### config.mk
export PLATFORM = sky130hd
export DESIGN_NAME = mask_word_writer
export DESIGN_NICKNAME = d
export VERILOG_FILES = /design/src/rtl/mask_word_writer.sv
export SDC_FILE = /design/constraint.sdc
export NUM_CORES = 1
export LEC_CHECK = 0
export BUFFER_PORTS_ARGS = -buffer_cell sky130_fd_sc_hd__buf_2
export CORE_UTILIZATION = 40
export DETAILED_ROUTE_END_ITERATION = 10
export REMOVE_ABC_BUFFERS = 1
export SYNTH_ARGS = -nofsm -noshare
export SYNTH_HDL_FRONTEND = slang
export SYNTH_SLANG_ARGS = --single-unit
### constraint.sdc
create_clock -name clk_25 -period 5.85 [get_ports clk_25]
set_input_delay 0.585 -clock clk_25 [delete_from_list [all_inputs] [get_ports clk_25]]
set_output_delay 0.585 -clock clk_25 [all_outputs]
set_load 0.05 [all_outputs]
### src/rtl/mask_word_writer.sv
// Packs the per-pixel mask stream into 16-bit words, queues them and writes them to the mask frame store.
// Latency: a word completed at edge N raises wr_req in cycle N+1 when the queue was empty.
// Backpressure: none on the stream; a word completed while the queue is full (no same-cycle pop) is dropped and flagged.
//
// Ports: clk_25/rst_n (async active-low); stream valid/mask/mask_x/mask_y;
//        write port wr_req/wr_addr/wr_data/wr_ack; status frame_done/overflow/seq_err, clr_err.
// Optional: define MASK_COUNT_EN to add the per-frame foreground counter and the fg_count output.
module mask_word_writer #(
    parameter int H_ACTIVE   = 640,
    parameter int V_ACTIVE   = 480,
    parameter int FIFO_DEPTH = 4,
    parameter int ADDR_W     = 15
) (
    input  logic              clk_25,
    input  logic              rst_n,
    input  logic              valid,
    input  logic              mask,
    input  logic [9:0]        mask_x,
    input  logic [9:0]        mask_y,
    output logic              wr_req,
    output logic [ADDR_W-1:0] wr_addr,
    output logic [15:0]       wr_data,
    input  logic              wr_ack,
    output logic              frame_done,
    output logic              overflow,
    output logic              seq_err,
    input  logic              clr_err
`ifdef MASK_COUNT_EN
    ,
    output logic [18:0]       fg_count
`endif
);

    localparam int                WORDS_PER_LINE = H_ACTIVE / 16;
    localparam logic [ADDR_W-1:0] LAST_ADDR      = ADDR_W'(V_ACTIVE * WORDS_PER_LINE - 1);
    localparam int                PTR_W          = $clog2(FIFO_DEPTH);
    localparam logic [PTR_W:0]    DEPTH_CNT      = (PTR_W + 1)'(FIFO_DEPTH);

    // ------------------------------------------------------------------
    // Packer
    // ------------------------------------------------------------------
    logic [15:0]       pack_word;
    logic [3:0]        exp_idx;
    logic [3:0]        bit_idx;
    logic              idx_err;
    logic              word_done;
    logic [15:0]       merged_word;
    logic [ADDR_W-1:0] sample_addr;

    assign bit_idx   = mask_x[3:0];
    assign idx_err   = valid && (bit_idx != exp_idx);
    assign word_done = valid && (bit_idx == 4'hF);

    // Every sample in a word shares the same address, so the completing
    // sample's coordinates give the word address directly.
    assign sample_addr = ADDR_W'(mask_y) * ADDR_W'(WORDS_PER_LINE) + ADDR_W'(mask_x[9:4]);

    // On an index mismatch the partial word is thrown away and packing
    // restarts from a fresh all-background word at the sample's own bit.
    always_comb begin
        merged_word          = idx_err ? 16'hFFFF : pack_word;
        merged_word[bit_idx] = mask;
    end

    always_ff @(posedge clk_25 or negedge rst_n) begin
        if (!rst_n) begin
            pack_word <= 16'hFFFF;
            exp_idx   <= 4'd0;
        end else if (valid) begin
            if (word_done) begin
                pack_word <= 16'hFFFF;
                exp_idx   <= 4'd0;
            end else begin
                pack_word <= merged_word;
                exp_idx   <= bit_idx + 4'd1;
            end
        end
    end

    // ------------------------------------------------------------------
    // Word FIFO
    // ------------------------------------------------------------------
    logic [15:0]       data_mem [FIFO_DEPTH];
    logic [ADDR_W-1:0] addr_mem [FIFO_DEPTH];
    logic [PTR_W-1:0]  wr_ptr;
    logic [PTR_W-1:0]  rd_ptr;
    logic [PTR_W:0]    count;
    logic              full;
    logic              pop;
    logic              push;
    logic              drop;

    assign full = (count == DEPTH_CNT);
    assign pop  = wr_req && wr_ack;
    // A same-cycle pop frees the head slot, so a full queue still accepts.
    assign push = word_done && (!full || pop);
    assign drop = word_done && full && !pop;

    assign wr_req  = (count != '0);
    assign wr_addr = addr_mem[rd_ptr];
    assign wr_data = data_mem[rd_ptr];

    always_ff @(posedge clk_25 or negedge rst_n) begin
        if (!rst_n) begin
            wr_ptr <= '0;
            rd_ptr <= '0;
            count  <= '0;
        end else begin
            if (push) wr_ptr <= wr_ptr + 1'b1;
            if (pop)  rd_ptr <= rd_ptr + 1'b1;
            case ({push, pop})
                2'b10:   count <= count + 1'b1;
                2'b01:   count <= count - 1'b1;
                default: count <= count;
            endcase
        end
    end

    // Storage needs no reset: the pointers and count define what is live.
    always_ff @(posedge clk_25) begin
        if (push) begin
            data_mem[wr_ptr] <= merged_word;
            addr_mem[wr_ptr] <= sample_addr;
        end
    end

    // ------------------------------------------------------------------
    // Status
    // ------------------------------------------------------------------
    always_ff @(posedge clk_25 or negedge rst_n) begin
        if (!rst_n) begin
            frame_done <= 1'b0;
            overflow   <= 1'b0;
            seq_err    <= 1'b0;
        end else begin
            frame_done <= pop && (wr_addr == LAST_ADDR);
            // A new error in the clearing cycle wins over the clear.
            overflow   <= drop    || (overflow && !clr_err);
            seq_err    <= idx_err || (seq_err  && !clr_err);
        end
    end

`ifdef MASK_COUNT_EN
    // ------------------------------------------------------------------
    // Foreground counter, latched on the frame's last pixel
    // ------------------------------------------------------------------
    logic [18:0] fg_acc;
    logic        fg_inc;
    logic        last_px;

    assign fg_inc  = valid && !mask;
    assign last_px = valid && (mask_x == 10'(H_ACTIVE - 1)) && (mask_y == 10'(V_ACTIVE - 1));

    always_ff @(posedge clk_25 or negedge rst_n) begin
        if (!rst_n) begin
            fg_acc   <= '0;
            fg_count <= '0;
        end else if (last_px) begin
            fg_count <= fg_acc + 19'(fg_inc);
            fg_acc   <= '0;
        end else if (fg_inc) begin
            fg_acc   <= fg_acc + 19'd1;
        end
    end
`endif

endmodule
==> reports/results.txt <==
synthesis-to-finish area growth = 17.21%
IO Count = 61
register-to-register setup slack = 3480 ps
DRC viols = 0
first-pass GRT wire length = 21510 um
Post-CTS Repair Setup Buffers = 0
Max Cap Violations = 0
Post-synth EDFFs = 124
crit path DAT = 2360 ps
Least-Margin Pin Slew = 861.1 ps
vias = 3896
Synth Instances = 437
status = complete, no violations
Setup Skew = 9.315 ps
Cell variety after synth = 44
Clock Latency Late Sink = 420 ps
number of port buffers = 60
final WL = 13320 um
Reg clk slew, reported paths = 60 ps
hold crit path type = in2async
area of the core = 16640 sq um
commonest non-fill, non-tap cell in the layout = edfxtp_1
Sink Count = 154
WL/cell = 18.04 um
Synth Flop Type = edfxtp_1
Synth Cell Area = 6857 sq um
Fill cells = 1423
CTS tree = yes
PD cells = 455.1 nW/um^2
total power = 3.657 mW
post-DP HPWL = 8877 um
die height = 132.9 um
number of synthesized register bits = 154
WS Path Type = reg2out
DP Area = 7405 sq um
Routed Antenna Nets = 0
Slew Limit Fails = 0
Placer Congestion = 0.7455
worst endpoint required time = 5270 ps
Leakage = 2.874 nW
CTS Buf Count = 17
GRT overflow = 0
Initial Utilization = 41.20%
Root Driver = clkbuf_16
Fin. Hold Viols = 0
FFs w/ async S/R, synth = 19.48%
Final Cell Area = 8036 sq um
number of global-route vias before repair = 4066
DR iter-0 viols = 261
CP Max Fanout = 25
Synth Area per Inst = 15.69 sq um
Slew headroom = 42.59%
CTS Hold Bufs = 0
Setup violations, final = 0
Rows = 47
share of cells above drive strength 1 = 27.80%
WHS = 219.2 ps
largest net degree at the start of global routing = 32
setup TNS = 0 ps
Tmin final = 2949 ps
vias per inst = 5.279
Peak VDD IR = 0.2404 mV
n_diodes = 0
maximum clock frequency = 339.1 MHz
final net count = 561
DRT Pass-1 Iters = 4
most frequent cells in the layout = edfxtp_1, buf_2, mux4_2
post-CTS resize count = 0
worst-case clock buffer depth = 2
die width = 132.9 um
GRT Total Usage = 16.33%
RSZ-0062 raised after global routing = no
sequential area share after synthesis = 65.55%
post-route setup slack = 2901 ps
H-tree depth = 4
die area = 17670 sq um
initial antenna violation count = 0
Setup WS pre-CTS = 2572 ps
Tcrit/Tclk final = 50.41%
Critical Path Sink Type = output port
CP Launch Type = flop
Syn. warnings = 0
==> worst paths after layout <==
check / startpoint / endpoint / cells past startpoint
max reg2reg: count[2]$_DFFE_PN0P_ / addr_mem[2][9]$_DFFE_PP_ / 4
max: rd_ptr[0]$_DFFE_PN0N_ / wr_addr[11] / 3
min: rst_n / exp_idx[3]$_DFFE_PN0P_ / 1
max in group asynchronous: rst_n / rd_ptr[0]$_DFFE_PN0N_ / 1
min in group clk_25: mask_x[4] / addr_mem[3][0]$_DFFE_PP_ / 1
min reg2reg: overflow$_DFF_PN0_ / overflow$_DFF_PN0_ / 1
==> cell usage after synthesis (all sizes together) (2+ instances only) <==
library cell / count / area [sq um]
a21o: 5 / 37.54
edfxtp: 124 / 3724
a31oi: 2 / 12.51
fa: 3 / 60.06
a21oi: 22 / 110.1
inv: 16 / 60.06
nand2: 27 / 101.4
buf: 9 / 43.79
ha: 27 / 337.8
and2: 5 / 31.28
dfrtp: 14 / 350.3
nor2: 18 / 67.56
o22a: 12 / 105.1
nand2b: 4 / 25.02
o21ai: 30 / 150.2
clkbuf: 8 / 30.03
nand3: 5 / 25.02
mux2i: 2 / 20.02
xnor2: 18 / 157.7
nor3: 6 / 30.03
xor2: 8 / 70.07
mux4: 31 / 698.2
dfstp: 16 / 420.4
nor2b: 3 / 18.77
nand4: 6 / 37.54
==> flip-flops by register name, indices dropped and copies added, names as in the netlist, 2 cells and up <==
name / count
count: 3
wr_ptr: 2
data_mem: 64
addr_mem: 60
pack_word: 16
rd_ptr: 2
exp_idx: 4
==> through the flow <==
| stage | utilization (%) | cells |
|---|---|---|
| finish | 48.29 | 738 |
| global route | 48.29 | 738 |
| CTS | 48.29 | 738 |
| detailed placement | 44.49 | 706 |
| global placement | 44.49 | 706 |
| floorplan | - | 420 |
==> worst max-delay path, stage by stage, from the launching register on <==
cell,delay (ps)
dfrtp_2,540
buf_4,500
mux4_2,630
buf_2,240
==> layout make-up <==
type	count	area [sq um]	area share, %
sequential	154	4496	55.94
clock inverter	14	202.7	2.522
tap	220	275.3	3.425
multi-input combinational	250	2228	27.73
clock buffer	18	429.2	5.340
timing repair buffer	66	345.3	4.297
inverter	16	60.06	0.7473
==> layer usage <==
metal,GRT usage [%],up-vias,part of all wire (%)
li1,-,1824,-
met1,20.22,1978,43
met2,27.75,77,51
met3,3.946,17,4.0
met4,6.003,0,1.9
met5,0,-,0
==> report_power, final <==
group	leakage [nW]	internal [mW]	switching, mW	total (mW)
clock	0.298	0.750	0.415	1.17
combinational	1.15	0.378	0.778	1.16
sequential	1.43	1.27	0.0675	1.34
==> kinds of logic (layout without fill, tap and decap cells) <==
logic type               after synthesis  after routing  share of synthesized area [%]
AO/OA/AOI/OAI                         79             79                          7.062
XOR/XNOR                              26             26                          3.321
AND/OR/NAND/NOR                       81             81                          5.675
multiplexers                          34             34                          10.64
flip-flops                           154            154                          65.55
buffers and inverters                 33            114                          1.953
adder cells (fa/ha/maj)               30             30                          5.803
Note: power is estimated with default switching activity, not from simulation.
